[config.mk]
export PLATFORM = sky130hd
export DESIGN_NAME = moving_average_n
export DESIGN_NICKNAME = d
export VERILOG_FILES = /design/src/rtl/mavg_pkg.sv /design/src/rtl/mavg_delay_line.sv /design/src/rtl/moving_average_n.sv
export SDC_FILE = /design/constraint.sdc
export NUM_CORES = 1
export LEC_CHECK = 0
export CAP_MARGIN = 5
export CORE_UTILIZATION = 40
export DETAILED_ROUTE_END_ITERATION = 10
export PLACE_DENSITY = 0.63
export SKIP_LAST_GASP = 1
export SYNTH_ARGS = -nofsm -noshare
export SYNTH_HDL_FRONTEND = slang
export SYNTH_SLANG_ARGS = --single-unit
[constraint.sdc]
create_clock -name Clk -period 13.7 [get_ports Clk]
set_input_delay 1.37 -clock Clk [delete_from_list [all_inputs] [get_ports Clk]]
set_output_delay 1.37 -clock Clk [all_outputs]
set_load 0.01 [all_outputs]
[src/rtl/mavg_pkg.sv]
// Shared types and helpers for the moving-average filter slice.
package mavg_pkg;

    // Window state: FILL while fewer than DEPTH samples are held, RUN afterwards.
    typedef enum logic {
        FILL = 1'b0,
        RUN  = 1'b1
    } mavg_state_t;

    // Ceiling log2, usable for elaboration-time constants.
    function automatic int clog2(input int value);
        int r;
        r = 0;
        for (int i = 0; i < 31; i++) begin
            if ((1 << i) < value) begin
                r = i + 1;
            end
        end
        return r;
    endfunction

    // Half-LSB bias added before dropping `shift` fractional bits.
    function automatic int round_offset(input int shift);
        return (shift > 0) ? (1 << (shift - 1)) : 0;
    endfunction

endpackage

[src/rtl/mavg_delay_line.sv]
// Zero-resettable ring buffer holding the last DEPTH samples of the window.
// dout_old is the slot about to be overwritten, read before the write lands.
module mavg_delay_line
    import mavg_pkg::*;
#(
    parameter int DATA_W = 8,
    parameter int DEPTH  = 8
) (
    input  logic                     Clk,
    input  logic                     Rst,
    input  logic                     we,
    input  logic signed [DATA_W-1:0] din,
    output logic signed [DATA_W-1:0] dout_old
);

    localparam int L = clog2(DEPTH);

    logic signed [DATA_W-1:0] ring_q [DEPTH];
    logic        [L-1:0]      wp_q;

    // The pointer is exactly L bits wide, so it wraps DEPTH-1 -> 0 for free.
    assign dout_old = ring_q[wp_q];

    // Write the new sample over the oldest one and advance the pointer.
    always_ff @(posedge Clk) begin
        if (Rst) begin
            for (int i = 0; i < DEPTH; i++) begin
                ring_q[i] <= '0;
            end
            wp_q <= '0;
        end else if (we) begin
            ring_q[wp_q] <= din;
            wp_q         <= wp_q + 1'b1;
        end
    end

endmodule

[src/rtl/moving_average_n.sv]
// DEPTH-tap moving-average filter: running window sum with a ring buffer,
// rounded mean output and a primed flag once a full window has been seen.
module moving_average_n
    import mavg_pkg::*;
#(
    parameter int DATA_W = 8,
    parameter int DEPTH  = 8
) (
    input  logic                     Clk,
    input  logic                     Rst,
    input  logic                     enable_n,
    input  logic                     clear,
    input  logic signed [DATA_W-1:0] X,
    output logic signed [DATA_W-1:0] Z,
    output logic                     Z_valid,
    output logic                     primed
);

    localparam int L     = clog2(DEPTH);
    localparam int ACC_W = DATA_W + L;

    localparam logic signed [ACC_W:0] RND_OFS   = (ACC_W + 1)'(round_offset(L));
    localparam logic        [L:0]     FILL_LAST = (L + 1)'(DEPTH - 1);
    localparam logic        [L:0]     FILL_FULL = (L + 1)'(DEPTH);

    // Round half toward +inf, then divide by DEPTH with an arithmetic shift.
    // The mean of in-range samples always fits DATA_W, so no saturation.
    function automatic logic signed [DATA_W-1:0] round_mean(input logic signed [ACC_W:0] sum);
        logic signed [ACC_W:0] biased;
        logic signed [ACC_W:0] shifted;
        biased  = sum + RND_OFS;
        shifted = biased >>> L;
        return shifted[DATA_W-1:0];
    endfunction

    logic flush;
    logic accept;

    logic signed [DATA_W-1:0] old;
    logic signed [ACC_W-1:0]  acc_p0;
    logic signed [ACC_W:0]    acc_ext;
    logic signed [ACC_W:0]    x_ext;
    logic signed [ACC_W:0]    old_ext;
    logic signed [ACC_W:0]    acc_sum;

    logic signed [DATA_W-1:0] z_p0;
    logic                     vld_p0;
    logic                     primed_p0;

    mavg_state_t state_q, state_d;
    logic [L:0]  fill_q, fill_d;
    logic        run_next;

    // Clear behaves like reset and wins over a coincident strobe.
    assign flush  = Rst | clear;
    assign accept = ~enable_n & ~flush;

    mavg_delay_line #(
        .DATA_W (DATA_W),
        .DEPTH  (DEPTH)
    ) u_delay_line (
        .Clk      (Clk),
        .Rst      (flush),
        .we       (accept),
        .din      (X),
        .dout_old (old)
    );

    // One guard bit keeps acc + X - old exact before it is narrowed back.
    assign acc_ext = {acc_p0[ACC_W-1], acc_p0};
    assign x_ext   = {{(L + 1){X[DATA_W-1]}}, X};
    assign old_ext = {{(L + 1){old[DATA_W-1]}}, old};
    assign acc_sum = acc_ext + x_ext - old_ext;

    // Next-state logic: the accept that completes the window moves FILL -> RUN.
    always_comb begin
        state_d = state_q;
        fill_d  = fill_q;
        if (accept) begin
            if (fill_q != FILL_FULL) begin
                fill_d = fill_q + 1'b1;
            end
            case (state_q)
                FILL:    if (fill_q == FILL_LAST) state_d = RUN;
                RUN:     state_d = RUN;
                default: state_d = FILL;
            endcase
        end
    end

    assign run_next = accept & (state_d == RUN);

    // FSM state and fill counter registers.
    always_ff @(posedge Clk) begin
        if (flush) begin
            state_q <= FILL;
            fill_q  <= '0;
        end else begin
            state_q <= state_d;
            fill_q  <= fill_d;
        end
    end

    // Stage p0: accumulator and rounded mean, updated on each accept.
    always_ff @(posedge Clk) begin
        if (flush) begin
            acc_p0 <= '0;
            z_p0   <= '0;
        end else if (accept) begin
            acc_p0 <= acc_sum[ACC_W-1:0];
            z_p0   <= round_mean(acc_sum);
        end
    end

    // Valid pulse and sticky primed flag, registered alongside Z.
    always_ff @(posedge Clk) begin
        if (flush) begin
            vld_p0    <= 1'b0;
            primed_p0 <= 1'b0;
        end else begin
            vld_p0    <= run_next;
            primed_p0 <= primed_p0 | run_next;
        end
    end

    assign Z       = z_p0;
    assign Z_valid = vld_p0;
    assign primed  = primed_p0;

endmodule

# [Word-level counts from Yosys, hierarchy flattened]
# Memory sizes are Yosys's and may differ from the RTL's. A register that Yosys moved wholly into a read port is not among the register bits.
# Cells that the tools add are included.
[word_totals] register_bits=29 latchBits=0 ram_bits=64 rom_bits=0 inputBits=12 n_memories=1
[op_classes] n_addsub=5 mul=0 div_mod_pow=0 magnitude_cmp=0 n_eq_ne=2 n_shift=0 n_mux=13 n_bitwise=7 reduce_logical=2
[memory_table] name="u_delay_line.ring_q" depth=8 width=8 rd=1 rd_ports_with_merged_regs=1 write_ports=8 line_no="mavg_delay_line.sv:18" source="logic signed [DATA_W-1:0] ring_q [DEPTH];"
[op_table] cell="$add A11 B4 Y11 const B" n=1
[op_table] cell="$add A11 B8 Y11" n=1
[op_table] cell="$sub A11 B8 Y11" n=1
[op_table] cell="$mux W3" n=3
[op_table] cell="$mux W1" n=8
[op_table] cell="$mux W8" n=1
[op_table] cell="$reduce_or A8 Y1" n=1
[op_table] cell="$add A4 B1 Y4 const B" n=1
[op_table] cell="$eq A4 B3 Y1 const B" n=1
[op_table] cell="$ne A4 B4 Y1 const B" n=1
[op_table] cell="$add A3 B1 Y3 const B" n=1
[op_table] cell="$not A1 Y1" n=3
[op_table] cell="$and A1 B1 Y1" n=2
[op_table] cell="$or A1 B1 Y1" n=2
[op_table] cell="$pmux W1 S2" n=1
[op_table] cell="$reduce_and A2 Y1" n=1

# [Depth between registers and ports, before layout]
[depth] word_depth=8 depth_mapped=15 mapped_depth_nobuf=13

# [Cells and area by module]
# Synthesis repeated with hierarchy kept, for this count alone.
[hier_totals] hier_cells=439 hier_area_um2=5139.9
[by_module_without_submodules] module="mavg_delay_line" instances=1 cells_each=209 area_per_inst_um2=3170.5 seq_area_each_um2=2042.0
[by_module_without_submodules] module="moving_average_n" instances=1 cells_each=230 area_per_inst_um2=1969.4 seq_area_each_um2=520.5

# [Worst setup path after synthesis]
# Ideal clock, no wire load.
[synth_path] path_type="register to register" startpoint="register with a tool-made name" endpoint="register z_p0[7], in the netlist Z[7]" arrival_ns=4.234 required_time_ns=13.604 setup_slack_ns=9.371 stages_incl_launch_ff=16 n_path_buf=2 synth_period_minus_slack_ns=4.329 cell_sequence="dfxtp_1 > clkbuf_1 > buf_2 > mux4_2 > mux2_2 > fa_1 > inv_1 > ha_1 > a21o_1 > a211oi_1 > nor2_1 > ha_1 > and2_1 > and4_1 > and4_2 > o41ai_2"
[synth_lines] element="end signal, assigned" line_no="moving_average_n.sv:111" source="z_p0 <= round_mean(acc_sum);"
[synth_lines] element="end, declared" line_no="moving_average_n.sv:46" source="logic signed [DATA_W-1:0] z_p0;"

==> results.yml <==
setup_path:
  worstSetupPathType: "reg2reg"
  max_stage_delay_ns: 1.04
  worst_ep_required_time_ns: 13.95
  path_cells: "mux4_2 -> mux2_2 -> fa_1 -> inv_1 -> ha_1 -> a21o_1 -> a211oi_1 -> nor2_1 -> ha_1 -> and2_1 -> and4_1 -> and4_2 -> o41ai_2"
  path_max_fanout: 16
  cp_data_arrival_time_ns: 4.98
  slowest_stage: "dfxtp_1"
  setup.worst_path.start_class: "flip-flop"
  cp_common_cell: "ha_1"
  worstSetupEndpointType: "flip-flop"
floorplanning:
  io-pin-count: 22
  core_sq_um: 12210
  die_w_um: 115.0
  die_h_um: 115.0
  start_util_pct: 41.84
  die_area_sq_um: 13230
  row_count: 40
timing:
  clock-skew-final_ns: 0.01220
  worst_slew_pin_slew_ns: 1.268
  period_share_pct: 34.55
  final_max_slew_viol_count: 0
  timing.fmax_ghz: 0.2113
  rsz0062_at_grt: "false"
  worst_slew_margin_rel_pct: 14.55
  timing.setup.tns_ns: 0
  period_needed_ns: 4.734
  setup-violations-final: 0
  finalHoldViolCount: 0
yosys:
  synth-async-reset-ratio_pct: 0
  synth_compound_gate_area_share_pct: 7.591
  synthFlopType: "edfxtp_1"
  synth.net_count: 492
  synth.top_cells.by_area: "edfxtp_1 38%, dfxtp_1 13%, mux4_2 7.1%"
  synth_fa_ha_area_share_pct: 7.835
  synth_largest_type_area_fraction_pct: 37.61
  synth.largest_area_cell: "edfxtp_1"
  syn-mean-instance-area_sq_um: 11.26
  synth_simple_gate_area_share_pct: 14.45
  synth_top_family_by_area: "simple AND/OR/NAND/NOR gates"
  ys_types: 49
  synth_xor_area_share_pct: 3.183
  ys_seq_area_share_pct: 50.15
  synth.ff_latch_count: 96
  number_of_enable_type_register_cells_in_the_synthesized_netlist: 64
  muxShareOfSynthArea_pct: 10.55
  total_number_of_yosys_warnings: 0
  synthesis.instances: 454
  mappedNetlistArea_sq_um: 5110
grt:
  grt_max_degree: 37
  gr-total-overflow: 0
  grt_first_pass_wirelength_um: 18820
  grtUsageTotal_pct: 19.16
  grt_antenna_before_repair: 0
  grt_pass1_vias: 3481
power_and_ir_drop:
  powerDensity_nw_per_um2: 147.4
  peakVddDrop_uv: 72.02
  power.static_leakage_uw: 0.002146
  p_sw_share_pct: 30.66
  register_share_of_total_power_pct: 39.2
  power.net_switching_uw: 261.9
  internal-power_uw: 592.4
  comb_power_share_pct: 27.4
  power_frac_clock_pct: 33.4
hold_path:
  min-delay-path-class: "reg2reg"
placement:
  finalWeightedCongestion: 0.7811
  detailedPlacementHpwl_um: 8004
  total_placed_cells_including_tap_cells: 618
  input_output_buffers: 21
detailed_routing:
  first_pass_iters: 5
  via_per_inst: 5.605
  detailroute.via_count: 3565
  drt_wl_total_um: 11600
  drt_drc_violations_left: 0
  dr.first_iter.drc_count: 271
  antenna_violating_nets_post_route: 0
  wl_per_cell_um: 18.24
layout:
  register_area_sq_um: 2562
  filler_cell_count: 1142
  finish.cell_count_without_fillers: 636
  layout.nets: 501
  combined_area_of_the_multi_input_logic_cells_sq_um: 2228
  drive_above_1_share_pct: 11.97
  antenna-diode-count: 0
  layout-area-overhead-vs-synth_pct: 13.42
cts:
  ctsHtreeMaxLevel: 3
  clock_path_buffers: 2
  cts.sink_count: 96
  cts_hold_buf: 0
  tritoncts.num_buffers: 9
  cts-resized-gates: 0
  clkSlewWorstSetupHoldPaths_ns: 0.07
  cts_tree: "yes"
  postCtsSetupRepairBufs: 0
  clock_insertion_delay_worst_skew_ns: 0.35
  cell_at_the_root_of_the_clock_tree: "clkbuf_16"
flow_run:
  max_cap_violations: 0
run_status:
  result_of_the_run: "complete, no violations"
## placed cells by master, fill, tap and decap left out, types with 3 or more instances in the layout
cell type and instances:
edfxtp_1 64, nor3_1 51, inv_1 40, dfxtp_1 32, nor2_1 27, clkdlybuf4s50_1 21, a21oi_1 18, nor4_1 17
mux4_2 16, nand2_1 16, ha_1 16, o21ai_0 13, mux2i_1 10, fa_1 10, xor2_1 9, clkbuf_16 9
buf_4 8, xnor2_1 7, clkinv_1 7, mux2_2 7, a31oi_1 6, a211oi_1 5, a21o_1 4, or3_1 4
nand3_1 4, nand4_1 4, o2111ai_1 4, nand2b_1 3, and2_1 3
## cell families (layout without fill, tap and decap cells)
logic type / after synthesis / in the layout
adder cells (fa/ha/maj): 26 / 26
multiplexers: 33 / 33
flip-flops: 96 / 96
XOR/XNOR: 17 / 17
AO/OA/AOI/OAI: 60 / 60
AND/OR/NAND/NOR: 142 / 142
buffers and inverters: 80 / 94
## final timing paths
check,from,to,slack (ns),cells past startpoint
setup / recovery,flip-flop,Z[7]$_SDFFE_PP0P_,8.97,13
hold / removal,primed$_SDFF_PP0_,primed$_SDFF_PP0_,0.45,1
setup reg to reg,flip-flop,Z[7]$_SDFFE_PP0P_,8.97,13
hold reg to reg,primed$_SDFF_PP0_,primed$_SDFF_PP0_,0.45,1
## routing by layer
metal | vias up | part of all wire [%] | GRT usage, %
li1 | 1678 | - | -
met3 | 13 | 6.8 | 4.217
met1 | 1760 | 44 | 25.88
met5 | - | 0 | 0
met4 | 0 | 1.7 | 7.532
met2 | 114 | 47 | 30.16
## power groups by stage
stage,sequential [uW],combinational (uW),clock (uW)
global placement,340,231,0
global route,336,263,300
finish,334,234,285
floorplan,337,178,0
detailed placement,341,231,0
CTS,335,234,287
## metrics by stage
step	power (uW)	utilization (%)	setup slack [ns]	cell area, sq um	hold slack [ns]
2_1_floorplan	515.2	-	9.371	5110	0.4265
3_3_place_gp	571.4	44.61	8.673	5448	0.4357
3_5_place_dp	572.4	44.61	8.650	5448	0.4385
4_1_cts	855.9	47.38	8.920	5786	0.4528
5_1_grt	899.3	47.46	8.555	5796	0.4671
6_report	854.3	47.46	8.966	5796	0.4488
## synthesized netlist by cell type (2+ instances only)
cell / number
mux2_2: 7
nor3b_1: 2
or4b_1: 2
mux4_2: 16
xor2_1: 9
xnor2_1: 7
nor2b_1: 2
inv_1: 40
o2111ai_1: 4
or3_1: 4
buf_2: 3
nand4_1: 4
a211oi_1: 5
nand2_1: 16
a31oi_1: 6
nor3_1: 51
o21ai_0: 13
mux2i_1: 10
edfxtp_1: 64
buf_1: 3
nand2b_1: 3
clkbuf_1: 23
nor4_1: 17
a21oi_1: 18
buf_4: 4
o31ai_1: 2
nand3_1: 4
clkinv_1: 7
dfxtp_1: 32
fa_1: 10
a21o_1: 4
and4_1: 2
and2_1: 3
ha_1: 16
nor2_1: 27
## critical path, delay by kind of cell (launching register included)
family          cells  cell delay [ns]
compound gates      3             0.80
fa+ha+maj           3             1.05
buf+inv             1             0.07
flops               1             1.04
mux                 2             0.94
simple gates        4             0.72
## state kept, by name, indices dropped and copies added (netlist names), named ones only
register             flops
primed                   1
state_q                  1
Z                        8
u_delay_line.wp_q        3
fill_q                   4
u_delay_line.ring_q     64
acc_p0                  11
Z_valid                  1
## cell type report
type	count	share of cell area [%]
clock inverter	5	1.468
tap	168	3.627
timing repair buffer	31	4.836
multi-input combinational	278	38.45
sequential	96	44.21
clock buffer	11	4.361
inverter	47	3.044
Note: power is estimated with default switching activity, not from simulation.
==> variant 1: new RTL, config.mk and constraints unchanged <==
Add an input register stage for `enable_n`, `clear` and `X`, without a reset; this delays them by one clock.
--- a/src/rtl/moving_average_n.sv
+++ b/src/rtl/moving_average_n.sv
@@ -23,4 +23,14 @@
     localparam logic        [L:0]     FILL_LAST = (L + 1)'(DEPTH - 1);
     localparam logic        [L:0]     FILL_FULL = (L + 1)'(DEPTH);
+
+    logic enable_n_q;
+    logic clear_q;
+    logic signed [DATA_W-1:0] X_q;
+
+    always_ff @(posedge Clk) begin
+        enable_n_q <= enable_n;
+        clear_q    <= clear;
+        X_q        <= X;
+    end
 
     // Round half toward +inf, then divide by DEPTH with an arithmetic shift.
@@ -53,6 +63,6 @@
 
     // Clear behaves like reset and wins over a coincident strobe.
-    assign flush  = Rst | clear;
-    assign accept = ~enable_n & ~flush;
+    assign flush  = Rst | clear_q;
+    assign accept = ~enable_n_q & ~flush;
 
     mavg_delay_line #(
@@ -63,5 +73,5 @@
         .Rst      (flush),
         .we       (accept),
-        .din      (X),
+        .din      (X_q),
         .dout_old (old)
     );
@@ -69,5 +79,5 @@
     // One guard bit keeps acc + X - old exact before it is narrowed back.
     assign acc_ext = {acc_p0[ACC_W-1], acc_p0};
-    assign x_ext   = {{(L + 1){X[DATA_W-1]}}, X};
+    assign x_ext   = {{(L + 1){X_q[DATA_W-1]}}, X_q};
     assign old_ext = {{(L + 1){old[DATA_W-1]}}, old};
     assign acc_sum = acc_ext + x_ext - old_ext;
Function: changed (Yosys sat finds a counterexample within 4 cycles, from zero or initial values).
==> variant 1 against the original RTL <==
Synthesized area grew 4.1%. Total power grew 3.5%. Worst setup slack gained 180 ps. Routed wire length shrank 5.8%. Worst hold slack better by 11 ps. Count of clock-buffer cells in the layout is 2 lower. Non-clock buffer count is 4 lower. Die area grew 4.0%. Cell area is 3.0% higher. Clock power is 5% lower. Sequential cell count rose by 10. Largest power group unchanged.
==> variant 1: results (changes against the original RTL) <==
outcome: "completed"
cp_top_family: "flip-flops"
place_hpwl_um: 7660  # -4.3%
wl_per_cell_um: 17.0  # -6.9%
synth_common_cells: "64 x edfxtp_1, 56 x nor3_1, 42 x dfxtp_1, 42 x inv_1, 26 x nor2_1"
leakage_nw: 2.20  # +2.5%
io_buffers: 21  # unchanged
synthXorXnorAreaFrac: 0.0308  # -0.00102
slew_violations: 0  # unchanged
nFillCells: 1135  # -0.61%
cts_max_level: 3  # unchanged
finalNetCount: 504  # +0.60%
grt_pass1_wl_um: 18100  # -3.6%
synth.distinct_cells: 52  # +6.1%
drive_gt1_frac: 0.136  # +0.0162
first_iter_violations: 233  # -14%
hp-class: "flop to flop"
synthMuxAreaShare: 0.103  # -0.00299
fin_worst_skew_ps: 14.2  # +2.04 ps
rrSetupSlack_ps: 9140  # +180 ps
synthArstFlopShare: 0  # unchanged
synth-seq-area-share: 0.519  # +0.0178
diodes: 0  # unchanged
ys_top_cells_by_area: "edfxtp_1 36%, dfxtp_1 16%, mux4_2 6.8%, nor3_1 5.3%, fa_1 3.8%"
timing_worst_slew_pin_value_ps: 1150  # -118 ps
synth_fa_ha_area_frac: 0.0753  # -0.00310
drt_pass1_iterations: 4  # -1
worstPathArrival_ps: 4790  # -190 ps
critPathMaxStageDelay_ps: 1010  # -30 ps
hold_ws_ps: 460  # +11.1 ps
synth_compound_area_frac: 0.0727  # -0.00323
grt_max_degree: 37  # unchanged
routed-via-count: 3434  # -3.7%
placed_area_um2: 5650  # +3.8%
gp_congestion: 0.801  # +2.5%
synth_fp_nets: 498  # +1.2%
grt.total_usage: 0.171  # -0.0208
vdd_ir_drop_max_mv: 0.0674  # -6.4%
## variant 1: changes by cell type after synthesis, moves of 4 or more
cell,delta
dfxtp_1,+10
buf_2,+5
nor3_1,+5
o21ai_0,-5
a31oi_1,-4
buf_4,-4
clkbuf_1,-4
## variant 1: area by class of cell
type,instances,area (um^2),share of cell area
clock inverters,7,83.8,0.0140
repair buffers,27,253,0.0424
inverters,50,188,0.0315
well taps,172,215,0.0361
flip-flops and latches,106,2760,0.463
multi-input cells,272,2240,0.375
clock buffers,9,225,0.0377
## variant 1: worst min-delay path, delay by kind of cell (launching register included)
family / cells / cell delay [ps]
AND/OR/NAND/NOR: 1 / 50
AO/OA/AOI/OAI: 1 / 50
flip-flops: 1 / 310
## variant 1: metrics by stage
| step | setup slack (ps) | instances |
|---|---|---|
| 3_3_place_gp | 9080 | 626 |
| 2_1_floorplan | 9650 | 460 |
| 3_5_place_dp | 8880 | 626 |
| 4_1_cts | 9060 | 642 |
| 5_1_grt | 8770 | 643 |
| 6_report | 9140 | 643 |
## variant 1: power breakdown
group | leakage [nW] | switching (mW) | internal [mW] | total [mW]
Sequential | 1.06 | 0.00941 | 0.355 | 0.365
Combinational | 0.988 | 0.144 | 0.105 | 0.249
Clock | 0.154 | 0.125 | 0.146 | 0.270
## variant 1: cell families after synthesis
family	Yosys count
AO/OA/AOI/OAI	54
XOR/XNOR	17
adder cells (fa/ha/maj)	26
AND/OR/NAND/NOR	142
buffers and inverters	82
flip-flops	106
multiplexers	33
## variant 1: layer usage
metal,up-vias,global-route usage,share of wire
met2,78,0.264,0.47
met5,-,0,0
met3,6,0.0277,0.041
met4,0,0.0649,0.013
li1,1683,-,-
met1,1667,0.240,0.48
## variant 1: final timing paths
path	startpoint	endpoint	cells past startpoint
setup reg to reg	flop	Z[7]	14
setup / recovery	flop	Z[7]	14
hold reg to reg	acc_p0[5]	acc_p0[5]	2
hold / removal	acc_p0[5]	acc_p0[5]	2
==> variant 2: new RTL, same settings <==
Made on the original files. `DEPTH` is set to 8 in 2 places; all go to 4.
--- a/src/rtl/mavg_delay_line.sv
+++ b/src/rtl/mavg_delay_line.sv
@@ -5,5 +5,5 @@
 #(
     parameter int DATA_W = 8,
-    parameter int DEPTH  = 8
+    parameter int DEPTH  = 4
 ) (
     input  logic                     Clk,
--- a/src/rtl/moving_average_n.sv
+++ b/src/rtl/moving_average_n.sv
@@ -5,5 +5,5 @@
 #(
     parameter int DATA_W = 8,
-    parameter int DEPTH  = 8
+    parameter int DEPTH  = 4
 ) (
     input  logic                     Clk,
Check against the original RTL: not equivalent (a bounded check fails within 4 cycles, from zero or initial values).
==> variant 2 against the original RTL <==
Cell area is 35% lower. Worst setup slack better by 420 ps. Synthesized area shrank 37%. Sequential cell count is 36 lower. Sequential share of layout area is 4.0 points lower. Routed wire length down 45%. Combinational power shrank 24%. Total power is 32% lower. Largest cell class unchanged. Largest power group unchanged.
==> variant 2: results (changes against the original RTL) <==
outcome: "completed"
grt_pass1_wl_um: 10800  # -43%
hp-class: "flop to flop"
clkTransAtPathRegs_ps: 70  # about the same
grt_max_degree: 25  # -32%
placed_area_um2: 3540  # -35%
vdd_ir_drop_max_mv: 0.0792  # +10%
worstPathArrival_ps: 4300  # -680 ps
synthArstFlopShare: 0  # unchanged
rr_worst_depth: 11  # -2
first_iter_violations: 136  # -50%
synth-seq-area-share: 0.472  # -0.0296
cts_max_level: 3  # unchanged
place_hpwl_um: 4510  # -44%
synth_edf_count: 32  # -50%
finalNetCount: 361  # -28%
wirelength_met1_um: 2900  # -44%
grt_pass1_vias: 2232  # -36%
drt_pass1_iterations: 4  # -1
worst-path-max-fanout: 24  # +8
grt.total_usage: 0.170  # -0.0213
timing_worst_slew_pin_value_ps: 978  # -291 ps
routed-via-count: 2149  # -40%
synth_common_cells: "41 x inv_1, 32 x edfxtp_1, 31 x nor2_1"
endpoint: "u_delay_line.ring_q[2][6]"
io_buffers: 21  # unchanged
gp_congestion: 0.739  # -5.3%
leakage_nw: 1.51  # -30%
largest_register_ffs: 32  # -50%
synth.distinct_cells: 46  # -6.1%
critPathLaunch: "enable_n"
synth_fp_nets: 337  # -32%
syn_avg_cell_area_um2: 10.7  # -4.8%
drive_gt1_frac: 0.112  # -0.00754
rrSetupSlack_ps: 9940  # +970 ps
route.met2.wl_um: 3100  # -43%
ys_top_cells_by_area: "edfxtp_1 30%, dfxtp_1 17%, ha_1 5.8%, fa_1 5.6%, mux4_2 5.6%"
met3_length_um: 226  # -71%
fin_worst_skew_ps: 10.9  # -1.35 ps
wl_per_cell_um: 14.7  # -19%
fin_cells: 432  # -32%
powerDensity_nw_per_um2: 154  # +4.2%
ys_warn_count: 0  # unchanged
dp.cells: 416  # -33%
clockRootBuffer: "clkbuf_8"
nFillCells: 745  # -35%
variant 2: worst min path at each step:
| stage | startpoint | to | cells after the start | slack [ps] |
|---|---|---|---|---|
| global route | Z[3] | Z[3] | 2 | 480 |
| global placement | state_q | state_q | 2 | 440 |
| finish | Z[3] | Z[3] | 2 | 450 |
| floorplan | state_q | state_q | 2 | 420 |
| detailed placement | Z[3] | Z[3] | 2 | 450 |
| CTS | Z[3] | Z[3] | 2 | 460 |
variant 2: logic make-up after synthesis:
| group | share of synthesized area |
|---|---|
| and+or+nand+nor | 0.158 |
| muxes | 0.0683 |
| xor gates and xnor gates | 0.0539 |
| AOI/OAI and AO/OA | 0.0714 |
| adders and majority gates | 0.114 |
| DFF | 0.472 |
| buffers and inverters | 0.0621 |
variant 2: critical path, stage by stage:
cell and delay [ps]:
clkdlybuf4s50_1 400, buf_4 220, clkinv_1 330, nand2_1 510
nor3b_1 960, nand2b_1 500
variant 2: layout make-up:
class	instances	area share
flip-flops and latches	60	0.402
multi-input cells	188	0.397
repair buffers	24	0.0615
inverters	42	0.0417
clock buffers	10	0.0338
well taps	102	0.0338
clock inverters	6	0.0295
variant 2: metal layers:
metal,track usage,vias up
li1,-,1063
met1,0.212,1037
met2,0.279,39
met3,0.0506,10
met4,0.0651,0
met5,0,-
variant 2: where the power goes:
part	internal, mW	switching [mW]
clock network	0.121	0.0719
logic	0.0779	0.101
registers	0.202	0.00681
total	0.402	0.179
variant 2: per-stage QoR:
step	total power, mW	worst slack, ps	hold WS, ps
2_1_floorplan	0.351	9990	424
3_3_place_gp	0.390	8920	441
3_5_place_dp	0.391	8990	448
4_1_cts	0.585	9360	457
5_1_grt	0.619	9130	484
6_report	0.581	9390	455
